`src/rtl/serial_addsub.sv`:
```
// serial_addsub: bit-serial two's-complement adder/subtractor, LSB first,
// one full-adder cell plus one carry flop; WIDTH cycles per operation.
module serial_addsub #(
    parameter int WIDTH = 8
) (
    input  logic             clk,
    input  logic             rst_n,
    input  logic             start,
    input  logic [WIDTH-1:0] a,
    input  logic [WIDTH-1:0] b,
    input  logic             a_ns,
    output logic             busy,
    output logic             done,
    output logic [WIDTH-1:0] result,
    output logic             cout,
    output logic             ovf
);
    localparam int CW = $clog2(WIDTH);
    typedef enum logic [1:0] {IDLE, RUN, DONE} state_t;
    state_t state, state_nx;
    logic [CW-1:0] cnt;
    logic [WIDTH-1:0] a_sr, b_sr;
    logic carry, sum, carry_nx, last;

    // b_sr already holds ~b for subtract, so the cell is always a plain adder
    always_comb begin
        sum = a_sr[0] ^ b_sr[0] ^ carry;
        carry_nx = (a_sr[0] & b_sr[0]) | (a_sr[0] & carry) | (b_sr[0] & carry);
        last = cnt == CW'(WIDTH - 1);
        state_nx = (state == IDLE) ? (start ? RUN : IDLE) :
                   (state == RUN) ? (last ? DONE : RUN) : IDLE;
    end

    always_ff @(posedge clk) begin
        if (!rst_n) state <= IDLE;
        else        state <= state_nx;
    end

    always_ff @(posedge clk) begin
        if (!rst_n) begin
            a_sr   <= '0;
            b_sr   <= '0;
            carry  <= 1'b0;
            cnt    <= '0;
            result <= '0;
            cout   <= 1'b0;
            ovf    <= 1'b0;
        end else if (state == IDLE && start) begin
            a_sr  <= a;
            b_sr  <= a_ns ? b : ~b;
            carry <= ~a_ns;
            cnt   <= '0;
        end else if (state == RUN) begin
            result <= {sum, result[WIDTH-1:1]};
            a_sr   <= a_sr >> 1;
            b_sr   <= b_sr >> 1;
            carry  <= carry_nx;
            if (!last) cnt <= cnt + CW'(1);
            if (last) begin
                cout <= carry_nx;
                ovf  <= carry ^ carry_nx;
            end
        end
    end

    assign busy = state == RUN;
    assign done = state == DONE;
endmodule
```
`config.mk`:
```
export PLATFORM = sky130hd
export DESIGN_NAME = serial_addsub
export DESIGN_NICKNAME = d
export VERILOG_FILES = /design/src/rtl/serial_addsub.sv
export SDC_FILE = /design/constraint.sdc
export NUM_CORES = 1
export LEC_CHECK = 0
export BUFFER_PORTS_ARGS = -buffer_cell sky130_fd_sc_hd__buf_4
export CORE_MARGIN = 2
export CORE_UTILIZATION = 49
export CTS_BUF_LIST = sky130_fd_sc_hd__clkbuf_8
export CTS_CLUSTER_SIZE = 16
export DETAILED_ROUTE_END_ITERATION = 6
export PLACE_DENSITY = 0.72
export SLEW_MARGIN = 20
export SYNTH_ARGS = -nofsm -noshare
export SYNTH_HDL_FRONTEND = slang
export SYNTH_SLANG_ARGS = --single-unit
```
`constraint.sdc`:
```
create_clock -name clk -period 1.6 [get_ports clk]
set_clock_uncertainty 0.05 [all_clocks]
set_input_delay 0.08 -clock clk [delete_from_list [all_inputs] [get_ports clk]]
set_output_delay 0.08 -clock clk [all_outputs]
set_load 0.005 [all_outputs]
```
==> Word-level counts from Yosys, hierarchy flattened <==
Cells that the tools add are included.
{ "word_totals": {"register_bits": 32, "word_cells": 43} }
{ "op_classes": {"muxes": 11, "bitwise_logic": 13, "addsub": 1, "eq_ne": 3, "n_reduce_logical": 7} }
{ "op_table": {"columns": ["operator", "n"], "rows": [
  ["2-to-1 mux 8 bit", 5],
  ["NOT 8 bit", 1],
  ["2-to-1 mux 2 bit", 3],
  ["NOT 1 bit", 4],
  ["AND reduction 2 bit", 2],
  ["adder 3 x 1 -> 3 bit (second input constant)", 1],
  ["bitwise AND 1 bit", 3],
  ["equality test 3 bit (second input constant)", 1],
  ["2-to-1 mux 1 bit", 3],
  ["AND reduction 3 bit", 1],
  ["bitwise XOR 1 bit", 3],
  ["equality test 2 x 1 -> 1 bit (second input constant)", 1],
  ["equality test 2 bit (second input constant)", 1],
  ["zero test 2 bit", 1],
  ["OR 1 bit", 2],
  ["nonzero test 2 bit", 1],
  ["OR reduction 2 bit", 1],
  ["logical AND 1 bit", 1]
]} }

==> Longest topological paths before layout <==
Gate-level depths: netlist (run 1).
{ "logic_depth": {"word_depth": 5, "ltp_mapped": 6, "depth_no_buf": 5} }

==> Worst setup path before layout (run 1) <==
Ideal clock, no wire load.
{ "synth_path": {"path_type": "reg2reg", "start": "reg cnt[0]", "end": "reg cnt[0]", "setup_slack_ns": 0.120, "arrival_ns": 1.315, "stages_incl_launch_ff": 7, "n_path_buf": 1, "required_ns": 1.435, "synth_period_minus_slack_ns": 1.480, "path_cell_list": "dfxtp_1 > ha_1 > ha_1 > buf_2 > nor3b_1 > xnor2_1 > nor2_1"} }
{ "synth_via": {"elab_chain_cells": 3, "elab_cells_between_ends": 4, "classes_between": "add/sub (1); eq/ne (1); bitwise (1); reduce/logical (1)"} }
{ "synth_lines": {"columns": ["item", "line_no", "rtl"], "rows": [
  ["start, declared", "21", "logic [CW-1:0] cnt;"],
  ["start signal, assigned", "58", "if (!last) cnt <= cnt + CW'(1);"],
  ["equality test 3 bit", "29", "last = cnt == CW'(WIDTH - 1);"],
  ["named net last", "23", "logic carry, sum, carry_nx, last;"],
  ["NOT 1 bit (no line)", null, null],
  ["AND reduction 2 bit (no line)", null, null]
]} }
The timed path passes the listed nets, and every way through them passes these cells.
A chain may end at the register's enable or synchronous reset.

==> Final worst setup path (run 1) <==
{ "layout_path": {"start": "reg state[1]", "end": "out busy"} }
{ "layout_via": {"elab_chain_cells": 1} }
{ "layout_lines": {"columns": ["item", "line_no", "rtl"], "rows": [
  ["start, declared", "20", "state_t state, state_nx;"],
  ["start signal, assigned", "36", "else state <= state_nx;"],
  ["equality test 2 x 1 -> 1 bit", "66", "assign busy = state == RUN;"],
  ["end, declared", "12", "output logic busy,"]
]} }
No other way between the ends.

==> flow_metrics.py, run 1 <==
metrics = {
    "outcome": {
        "status": "complete, no violations",
    },
    "synthesis": {
        "syn_area_um2": 1394,
        "synthTopCellsByCount": "32 x dfxtp_1, 19 x nand2_1, 13 x a21oi_1, 13 x a221o_1, 13 x nor2_1",
        "synthAdderAreaFrac_pct": 3.232,
        "synth_area_leaders": "dfxtp_1 46%, a221o_1 9.3%, nand2_1 5.1%, a21oi_1 4.7%, xor2_1 4.4%",
        "synth-edff-count": 0,
        "syn_area_per_cell_um2": 9.482,
        "synth_most_common_cell": "dfxtp_1",
        "synth_compound_area_share_pct": 20.29,
        "ys_seq_area_share_pct": 45.96,
        "yosys_warnings": 0,
        "netlist_instances": 147,
        "synth_cell_types": 30,
        "synthSimpleGateAreaFrac_pct": 17.32,
        "synth_xor_area_share_pct": 6.284,
        "ys_seq_elements": 32,
        "yosysTopAreaCellShare_pct": 45.96,
        "synthMuxAreaShare_pct": 0.8079,
        "synth_top_family_by_area": "compound AO/OA/AOI/OAI gates",
        "async_reset_ff_share_pct": 0,
        "synth_flop_cell": "dfxtp_1",
        "synthesis.nets": 170,
        "yosys.area.top_type": "dfxtp_1",
    },
    "critical_path": {
        "r2r_start": "a_sr[0]$_SDFFE_PN0P_",
        "cp_max_fo": 12,
        "timing.rr.end": "carry$_SDFFE_PN0P_",
        "reg2reg_slack_ns": 0.12,
        "critical_path_class": "flop to output pin",
        "reg2reg_depth": 3,
        "arrival_ns": 1.37,
        "end_kind": "output pin",
        "start_kind": "flop",
        "critical_path_required_ns": 1.47,
    },
    "clock_tree": {
        "cts_tree": "built",
        "htreeDepth": 2,
        "cts-root-buf": "clkbuf_8",
        "cts.sink_count": 32,
        "clock_path_buffers": 2,
        "worstSkewPairLatency_ns": 0.28,
        "clkSlewWorstSetupHoldPaths_ns": 0.06,
        "cts_buffers": 5,
    },
    "placement": {
        "dpl.cell_count": 205,
        "place_congestion": 0.7361,
        "post-place-ws_ns": -0.007911,
        "port_buffers": 31,
        "dpl.hpwl_um": 2009,
    },
    "timing": {
        "layout_min_cycle_time_ns": 1.500,
        "max_freq_mhz": 666.5,
        "rsz0062_at_grt": "false",
        "hold_viol": 0,
        "fin_crit_sh_pct": 93.77,
        "tns_ns": 0,
        "setup_viol": 0,
        "relSlewSlack_pct": 63.64,
        "worst_slack_ns": 0.09962,
        "slew_viol_final": 0,
        "worst_pin_slew_ns": 0.5448,
        "hold_slack_ns": 0.08242,
    },
    "power_and_ir_drop": {
        "p_per_area_nw_per_um2": 901.7,
        "p_leak_nw": 0.8026,
        "ir_drop_uv": 862.0,
    },
    "routing": {
        "vias": 1191,
        "routed_wl_um": 2873,
        "drc": 0,
        "ant_nets": 0,
        "drt-initial-drc-count": 36,
        "post_drt_wl_per_cell_um": 13.12,
        "via_per_inst": 5.438,
        "firstDrtPassIters": 4,
    },
    "global_routing": {
        "grt_pass1_wl_um": 4830,
        "antenna_found_initial": 0,
        "first_global_vias": 1161,
        "grt_util_all_layers_pct": 19.16,
        "grt_max_degree": 15,
        "grt-ovfl-total": 0,
    },
    "min_path": {
        "holdPathEnd": "carry$_SDFFE_PN0P_",
        "hold_path.class": "input port to flop",
        "hold_depth": 2,
        "min_from": "rst_n",
    },
    "floorplan": {
        "fp.dieArea_um2": 3287,
        "die_w_um": 57.34,
        "coreArea_um2": 2734,
        "initial_utilization_pct": 50.98,
        "num_rows": 19,
        "die_h_um": 57.34,
        "pin_count": 32,
    },
    "layout": {
        "num_antenna_cells": 0,
        "area_growth_pct": 30.79,
        "layout.cells.non_filler": 219,
        "fin_nets": 211,
        "drive_above_1_share_pct": 29.26,
        "nFillCells": 221,
        "register_area_um2": 641.9,
        "multi_input_area_um2": 683.2,
    },
    "job": {
        "cap_violations": 0,
    },
}
==> where the power goes <==
group | switching (W) | internal [W]
sequential | 0.0000246 | 0.000835
clock | 0.000273 | 0.000288
combinational | 0.0000993 | 0.000123
total | 0.000397 | 0.00125
==> cells in the final DEF, fill, tap and decap left out <==
cell	synthesis	routed
nor2b_1	1	1
a22oi_1	2	2
o21bai_4	1	1
nor2_2	0	1
a21oi_1	13	13
a221o_1	13	13
and2_0	1	1
a211oi_1	1	1
nand2_1	19	19
inv_1	4	5
dlygate4sd3_1	0	7
and3_1	7	7
nor3b_2	1	2
nand2b_1	2	1
and2_4	1	1
nand3_1	1	1
a311oi_1	1	1
o221a_2	2	2
ha_1	2	2
dfxtp_1	32	31
nand2b_4	0	1
fa_1	1	1
clkbuf_8	0	5
o21ai_0	3	3
nand4bb_1	1	1
buf_6	2	1
xor2_1	7	7
clkinv_2	0	1
buf_4	1	38
nor2_1	13	12
dfxtp_2	0	1
nor3b_1	2	1
xnor2_1	3	3
mux2_2	1	1
==> through the flow <==
step	utilization [%]	area, um^2	total power [W]
floorplan	-	1394	0.001001
global placement	60.55	1655	0.001074
detailed placement	60.55	1655	0.001081
CTS	66.09	1807	0.001648
global route	66.68	1823	0.001727
finish	66.68	1823	0.001644
==> kinds of logic (layout without fill, tap and decap cells) <==
family / Yosys count / count (layout)
AO/OA/AOI/OAI: 36 / 36
XOR/XNOR: 10 / 10
buffers and inverters: 16 / 57
flip-flops: 32 / 32
adder cells (fa/ha/maj): 3 / 3
AND/OR/NAND/NOR: 49 / 49
multiplexers: 1 / 1
==> final cells by class <==
cell class	instances	area share, %
clock buffers	5	3.775
clock inverters	2	0.4804
inverters	4	0.8236
flip-flops and latches	32	35.21
multi-input cells	99	37.47
well taps	31	2.128
repair buffers	46	20.11
==> critical path, stage by stage, from the launching register on <==
cell and delay, ns:
dfxtp_2 0.39, nand2b_4 0.16, buf_6 0.14, inv_1 0.09, buf_4 0.17, buf_4 0.13
==> what timing repair did <==
| item | 4_1_cts | 5_1_grt |
|---|---|---|
| resized for setup | 2 | 3 |
| hold endpoints to repair | 7 | 0 |
| hold buffers | 7 | 0 |
| setup buffers | 0 | 0 |
| pin swaps | 0 | 0 |
| endpoints found under the setup margin | 9 | 3 |
==> layer usage <==
metal	up-vias	wire length (um)	share of wire [%]	global-route usage, %
met5	-	0	0	0
met4	0	47	1.6	7.973
met3	7	142	4.9	6.803
met2	31	1407	49	32.18
met1	558	1275	44	22.14
li1	595	-	-	-
==> how the worst max path moves through the flow <==
| stage | cells past startpoint | startpoint | to | slack, ns |
|---|---|---|---|---|
| floorplan | 6 | cnt[0]$_SDFFE_PP0P_ | cnt[0]$_SDFFE_PP0P_ | 0.12 |
| global route | 5 | state[1]$_SDFF_PP0_ | busy | 0.03 |
| detailed placement | 3 | state[1]$_SDFF_PP0_ | b_sr[5]$_SDFFE_PN0P_ | -0.008 |
| global placement | 3 | state[1]$_SDFF_PP0_ | b_sr[1]$_SDFFE_PN0P_ | 0.09 |
| finish | 5 | state[1]$_SDFF_PP0_ | busy | 0.1 |
| CTS | 5 | state[1]$_SDFF_PP0_ | busy | 0.05 |
==> sequential cells by signal (all words and copies together), names as in the netlist <==
signal / flops
ovf: 1
b_sr: 8
state: 2
a_sr: 8
cout: 1
carry: 1
cnt: 3
result: 8
Note: power is estimated with default switching activity, not from simulation.
==> inputs of run 2 (changes only) <==
--- a/config.mk
+++ b/config.mk
@@ -11,7 +11,7 @@
 export CTS_BUF_LIST = sky130_fd_sc_hd__clkbuf_8
 export CTS_CLUSTER_SIZE = 16
 export DETAILED_ROUTE_END_ITERATION = 6
-export PLACE_DENSITY = 0.72
+export PLACE_DENSITY = 0.74
 export SLEW_MARGIN = 20
 export SYNTH_ARGS = -nofsm -noshare
 export SYNTH_HDL_FRONTEND = slang
==> run 2 against run 1 <==
Routed wire length is 4.6% higher. Sequential power hardly changed. Sequential share of layout area is 0.18 points lower. Cell count is 0.91% lower. Critical endpoint unchanged. Maximum frequency is 0.76% higher.
==> flow_metrics.py, run 2 (synthesized netlist as in run 1, its figures left out) <==
metrics = {
    "clock_tree": {
        "cts_tree": "built",
        "cts_buffers": 5,
        "htreeDepth": 2,
        "cts-root-buf": "clkbuf_8",
        "clock_path_buffers": 2,
        "cts.sink_count": 32,
        "worstSkewPairLatency_ns": 0.28,
        "cts_setup_buffers": 0,
        "clkSlewWorstSetupHoldPaths_ns": 0.07,
    },
    "floorplan": {
        "initial_utilization_pct": 50.98,
        "die_w_um": 57.34,
        "num_rows": 19,
        "fp.dieArea_um2": 3287,
        "coreArea_um2": 2734,
        "die_h_um": 57.34,
        "pin_count": 32,
    },
    "placement": {
        "place_congestion": 0.7251,
        "post-place-ws_ns": -0.003858,
        "port_buffers": 31,
        "place_area_um2": 1645,
        "dpl.hpwl_um": 2115,
        "dpl.cell_count": 202,
    },
    "timing": {
        "worst_slack_ns": 0.1109,
        "tns_ns": 0,
        "hold_viol": 0,
        "slew_viol_final": 0,
        "setup_viol": 0,
        "max_freq_mhz": 671.6,
        "fin_crit_sh_pct": 93.07,
        "worst_pin_slew_ns": 0.5690,
        "relSlewSlack_pct": 62.03,
        "rsz0062_at_grt": "false",
        "layout_min_cycle_time_ns": 1.489,
    },
    "critical_path": {
        "cp_cell_sequence": "nand2b_1 -> buf_6 -> inv_2 -> buf_6 -> buf_4",
        "slowest_delay_ns": 0.40,
        "crit_top_cell": "buf_6",
        "critical_path_class": "flop to output pin",
        "end_kind": "output pin",
        "arrival_ns": 1.36,
        "reg2reg_depth": 3,
        "start_kind": "flop",
        "reg2reg_slack_ns": 0.12,
        "cp_max_fo": 12,
        "cp_slowest_cell": "dfxtp_4",
        "critical_path_required_ns": 1.47,
    },
    "layout": {
        "fin_nets": 208,
        "final_cell_area_um2": 1843,
        "reg_top3": "a_sr x8, b_sr x8, result x8",
        "nFillCells": 215,
        "final_common_cell": "buf_4",
        "drive_above_1_share_pct": 29.03,
        "area_growth_pct": 32.23,
        "layout_common_cells": "33 x buf_4, 30 x dfxtp_1, 19 x nand2_1, 13 x a221o_1, 13 x a21oi_1",
        "layout.cells.non_filler": 217,
        "num_antenna_cells": 0,
    },
    "global_routing": {
        "grt_max_degree": 15,
        "grt-ovfl-total": 0,
        "first_global_vias": 1168,
        "antenna_found_initial": 0,
        "grt_pass1_wl_um": 4954,
        "grt_util_all_layers_pct": 20.25,
    },
    "power_and_ir_drop": {
        "p_leak_nw": 0.8040,
        "power.total_w": 0.001828,
        "p_per_area_nw_per_um2": 992.1,
        "ir_drop_uv": 913.5,
    },
    "min_path": {
        "hold_depth": 2,
        "hold_path.class": "input port to flop",
    },
    "routing": {
        "routed_wl_um": 3006,
        "highest_layer": "met4",
        "drt-initial-drc-count": 25,
        "ant_nets": 0,
        "vias": 1207,
        "met2_length_um": 1571,
        "wl_met1_um": 1243,
        "drc": 0,
        "via_per_inst": 5.562,
        "wl_met3_um": 144,
        "post_drt_wl_per_cell_um": 13.85,
        "firstDrtPassIters": 4,
    },
    "job": {
        "cap_violations": 0,
    },
    "outcome": {
        "status": "complete, no violations",
    },
}
run 2: where the power goes:
group	switching (W)	total [W]	internal, W
clock network	0.000290	0.000745	0.000455
registers	0.0000253	0.000859	0.000834
logic	0.000101	0.000224	0.000124
total	0.000416	0.00183	0.00141
run 2: critical path: cells and delay by family, from the launching register on:
family                 cells  cell delay [ns]
buffers and inverters      4             0.50
and+or+nand+nor            1             0.18
DFF                        1             0.40
run 2: final timing paths:
| kind | endpoint | from |
|---|---|---|
| worst max register to register | carry$_SDFFE_PN0P_ | a_sr[0]$_SDFFE_PN0P_ |
| worst min register to register | result[4]$_SDFFE_PN0P_ | result[5]$_SDFFE_PN0P_ |
| worst max-delay path | busy | state[1]$_SDFF_PP0_ |
| worst min-delay path | carry$_SDFFE_PN0P_ | rst_n |
run 2: cell type report:
type / instances / area (um^2) / share of cell area (%)
Inverter: 4 / 15.01 / 0.8147
Clock inverter: 3 / 38.79 / 2.105
Multi-Input combinational cell: 99 / 675.6 / 36.66
Timing Repair Buffer: 43 / 360.3 / 19.55
Clock buffer: 5 / 68.82 / 3.734
Tap cell: 31 / 38.79 / 2.105
Sequential cell: 32 / 645.6 / 35.03
run 2: layer usage:
| layer | track usage, % | up-vias |
|---|---|---|
| met4 | 6.977 | 0 |
| met5 | 0 | - |
| met3 | 8.163 | 4 |
| li1 | - | 594 |
| met1 | 21.73 | 576 |
| met2 | 35.96 | 33 |
run 2: metrics by stage:
stage	util (%)	hold slack (ns)
after floorplan	-	0.1689
after global placement	60.18	0.2526
after detailed placement	60.18	0.2639
after CTS	66.91	0.05896
after global routing	67.41	0.06711
final	67.41	0.06886
run 2: what timing repair did:
action                                  4_1_cts  5_1_grt
hold endpoints to repair                      7        0
endpoints found under the setup margin       14        3
gates resized for setup                       3        5
hold buffers                                  7        0
==> inputs of run 3 (changes only) <==
--- a/config.mk
+++ b/config.mk
@@ -5,13 +5,15 @@
 export SDC_FILE = /design/constraint.sdc
 export NUM_CORES = 1
 export LEC_CHECK = 0
+export ABC_AREA = 1
 export BUFFER_PORTS_ARGS = -buffer_cell sky130_fd_sc_hd__buf_4
 export CORE_MARGIN = 2
-export CORE_UTILIZATION = 49
+export CORE_UTILIZATION = 51
 export CTS_BUF_LIST = sky130_fd_sc_hd__clkbuf_8
 export CTS_CLUSTER_SIZE = 16
 export DETAILED_ROUTE_END_ITERATION = 6
-export PLACE_DENSITY = 0.74
+export HOLD_SLACK_MARGIN = 0.1
+export PLACE_DENSITY = 0.78
 export SLEW_MARGIN = 20
 export SYNTH_ARGS = -nofsm -noshare
 export SYNTH_HDL_FRONTEND = slang
==> run 3 against run 2 <==
Sequential share of layout area shrank 3.4 points. Highest routed layer unchanged. Critical path depth shrank 1. Combinational power grew 41%. Non-clock buffer count is the same. Cell count grew 41%. Critical endpoint unchanged. Power grew 12%. Routed wire length grew 11%. Largest cell class unchanged.
==> flow_metrics.py, run 3 <==
metrics = {
    "global_routing": {
        "grt_util_all_layers_pct": 20.70,
        "first_global_vias": 1346,
        "grt_max_degree": 28,
        "grt_pass1_wl_um": 5644,
        "grt-ovfl-total": 0,
        "antenna_found_initial": 0,
    },
    "synthesis": {
        "netlist_instances": 233,
        "yosys_warnings": 0,
        "ys_seq_area_share_pct": 40.57,
        "synth_flop_cell": "dfxtp_1",
        "syn_area_per_cell_um2": 6.777,
        "synth-edff-count": 0,
        "async_reset_ff_share_pct": 0,
        "synthesis.nets": 256,
        "yosysTopAreaCellShare_pct": 40.57,
        "synth_most_common_cell": "nand2_1",
        "synth_area_leaders": "dfxtp_1 41%, nand2_1 19%, nand3_1 11%, nor2_1 5.9%, a21oi_1 4.4%",
        "synthTopCellsByCount": "80 x nand2_1, 34 x nand3_1, 32 x dfxtp_1",
        "yosys.area.top_type": "dfxtp_1",
        "ys_seq_elements": 32,
        "synth_cell_types": 19,
        "syn_area_um2": 1579,
    },
    "clock_tree": {
        "clock_path_buffers": 2,
        "worstSkewPairLatency_ns": 0.28,
        "cts_tree": "built",
        "cts-root-buf": "clkbuf_8",
        "cts.sink_count": 32,
        "cts_setup_buffers": 0,
        "clkSlewWorstSetupHoldPaths_ns": 0.06,
        "cts_buffers": 5,
        "htreeDepth": 2,
    },
    "placement": {
        "port_buffers": 31,
        "dpl.hpwl_um": 2210,
        "place_congestion": 0.7878,
    },
    "timing": {
        "relSlewSlack_pct": 68.87,
        "slew_viol_final": 0,
        "worst_pin_slew_ns": 0.4664,
        "rsz0062_at_grt": "false",
        "hold_slack_ns": 0.1116,
        "tns_ns": 0,
        "setup_viol": 0,
        "hold_viol": 0,
        "fin_crit_sh_pct": 92.08,
        "max_freq_mhz": 678.7,
        "layout_min_cycle_time_ns": 1.473,
    },
    "floorplan": {
        "pin_count": 32,
        "fp.dieArea_um2": 3557,
        "num_rows": 20,
        "die_h_um": 59.64,
        "initial_utilization_pct": 52.58,
        "die_w_um": 59.64,
        "coreArea_um2": 3003,
    },
    "job": {
        "cap_violations": 0,
    },
    "min_path": {
        "hold_path.class": "input port to flop",
        "hold_depth": 6,
    },
    "routing": {
        "ant_nets": 0,
        "via_per_inst": 5.020,
        "post_drt_wl_per_cell_um": 10.86,
        "vias": 1536,
        "firstDrtPassIters": 4,
        "drt-initial-drc-count": 88,
        "drc": 0,
        "routed_wl_um": 3322,
    },
    "critical_path": {
        "critical_path_class": "flop to output pin",
        "start_kind": "flop",
        "arrival_ns": 1.34,
        "reg2reg_depth": 8,
        "end_kind": "output pin",
        "cp_max_fo": 9,
        "critical_path_required_ns": 1.47,
    },
    "layout": {
        "final_common_cell": "nand2_1",
        "num_antenna_cells": 0,
        "nFillCells": 280,
        "reg_top3": "a_sr x8, b_sr x8, result x8",
        "drive_above_1_share_pct": 17.58,
        "layout_common_cells": "80 x nand2_1, 34 x nand3_1, 34 x buf_4, 32 x dfxtp_1, 24 x nor2_1",
        "area_growth_pct": 28.29,
        "fin_nets": 295,
    },
    "outcome": {
        "status": "complete, no violations",
    },
    "power_and_ir_drop": {
        "p_per_area_nw_per_um2": 1007,
        "ir_drop_uv": 615.4,
        "p_leak_nw": 1.011,
    },
}
## run 3: timing repair
action,4_1_cts,5_1_grt
hold buffers,9,0
hold endpoints to repair,16,0
setup endpoints to repair,0,1
resized for setup,0,1
## run 3: worst paths after layout
| path | start | endpoint | slack [ns] |
|---|---|---|---|
| max | state[0]$_SDFF_PN0_ | busy | 0.13 |
| min | b[5] | b_sr[5]$_SDFFE_PN0P_ | 0.11 |
| max reg2reg | cnt[0]$_SDFFE_PP0P_ | cout$_SDFFE_PN0P_ | 0.26 |
| min reg2reg | a_sr[3]$_SDFFE_PN0P_ | a_sr[2]$_SDFFE_PN0P_ | 0.42 |
## run 3: kinds of logic (layout without fill, tap and decap cells)
family | count (synthesis) | count (layout) | synth area share, %
DFF | 32 | 32 | 40.57
xor gates and xnor gates | 1 | 1 | 0.5548
buffers and inverters | 29 | 69 | 8.795
AOI/OAI and AO/OA | 24 | 24 | 7.607
and+or+nand+nor | 144 | 144 | 39.62
adders and majority gates | 3 | 3 | 2.852
## run 3: metal layers
layer	wire [um]	track usage (%)
met3	100	6.550
met5	0	0
met1	1650	27.09
met2	1544	33.23
met4	27	4.762
## run 3: report_power, final
part	switching (W)	internal, W	leakage, nW
Combinational	0.000171	0.000145	0.684
Clock	0.000292	0.000549	0.0645
Sequential	0.0000344	0.000849	0.263
Total	0.000497	0.00154	1.01
## run 3: through the flow
| step | area (um^2) | worst slack (ns) | util (%) | power, W | instances |
|---|---|---|---|---|---|
| after detailed placement | 1807 | 0.2477 | 60.17 | 0.001196 | 289 |
| after global routing | 2026 | 0.04018 | 67.46 | 0.002144 | 306 |
| after global placement | 1807 | 0.2494 | 60.17 | 0.001192 | 289 |
| final | 2026 | 0.1266 | 67.46 | 0.002040 | 306 |
| after CTS | 2023 | 0.03961 | 67.38 | 0.002046 | 306 |
| after floorplan | 1579 | 0.4012 | - | 0.001094 | 233 |
## run 3: cell type report
type,instances,area (um^2),share of cell area [%]
clock buffers,7,96.34,4.756
clock inverters,1,30.03,1.482
inverters,18,70.07,3.459
multi-input cells,172,802.0,39.59
flip-flops and latches,32,640.6,31.62
well taps,33,41.29,2.038
repair buffers,43,345.3,17.05
## run 3: worst max-delay path: stages, from the launching register on
cell and delay (ns):
dfxtp_1 0.47, inv_1 0.08, nor2_2 0.19, buf_4 0.21
buf_4 0.12
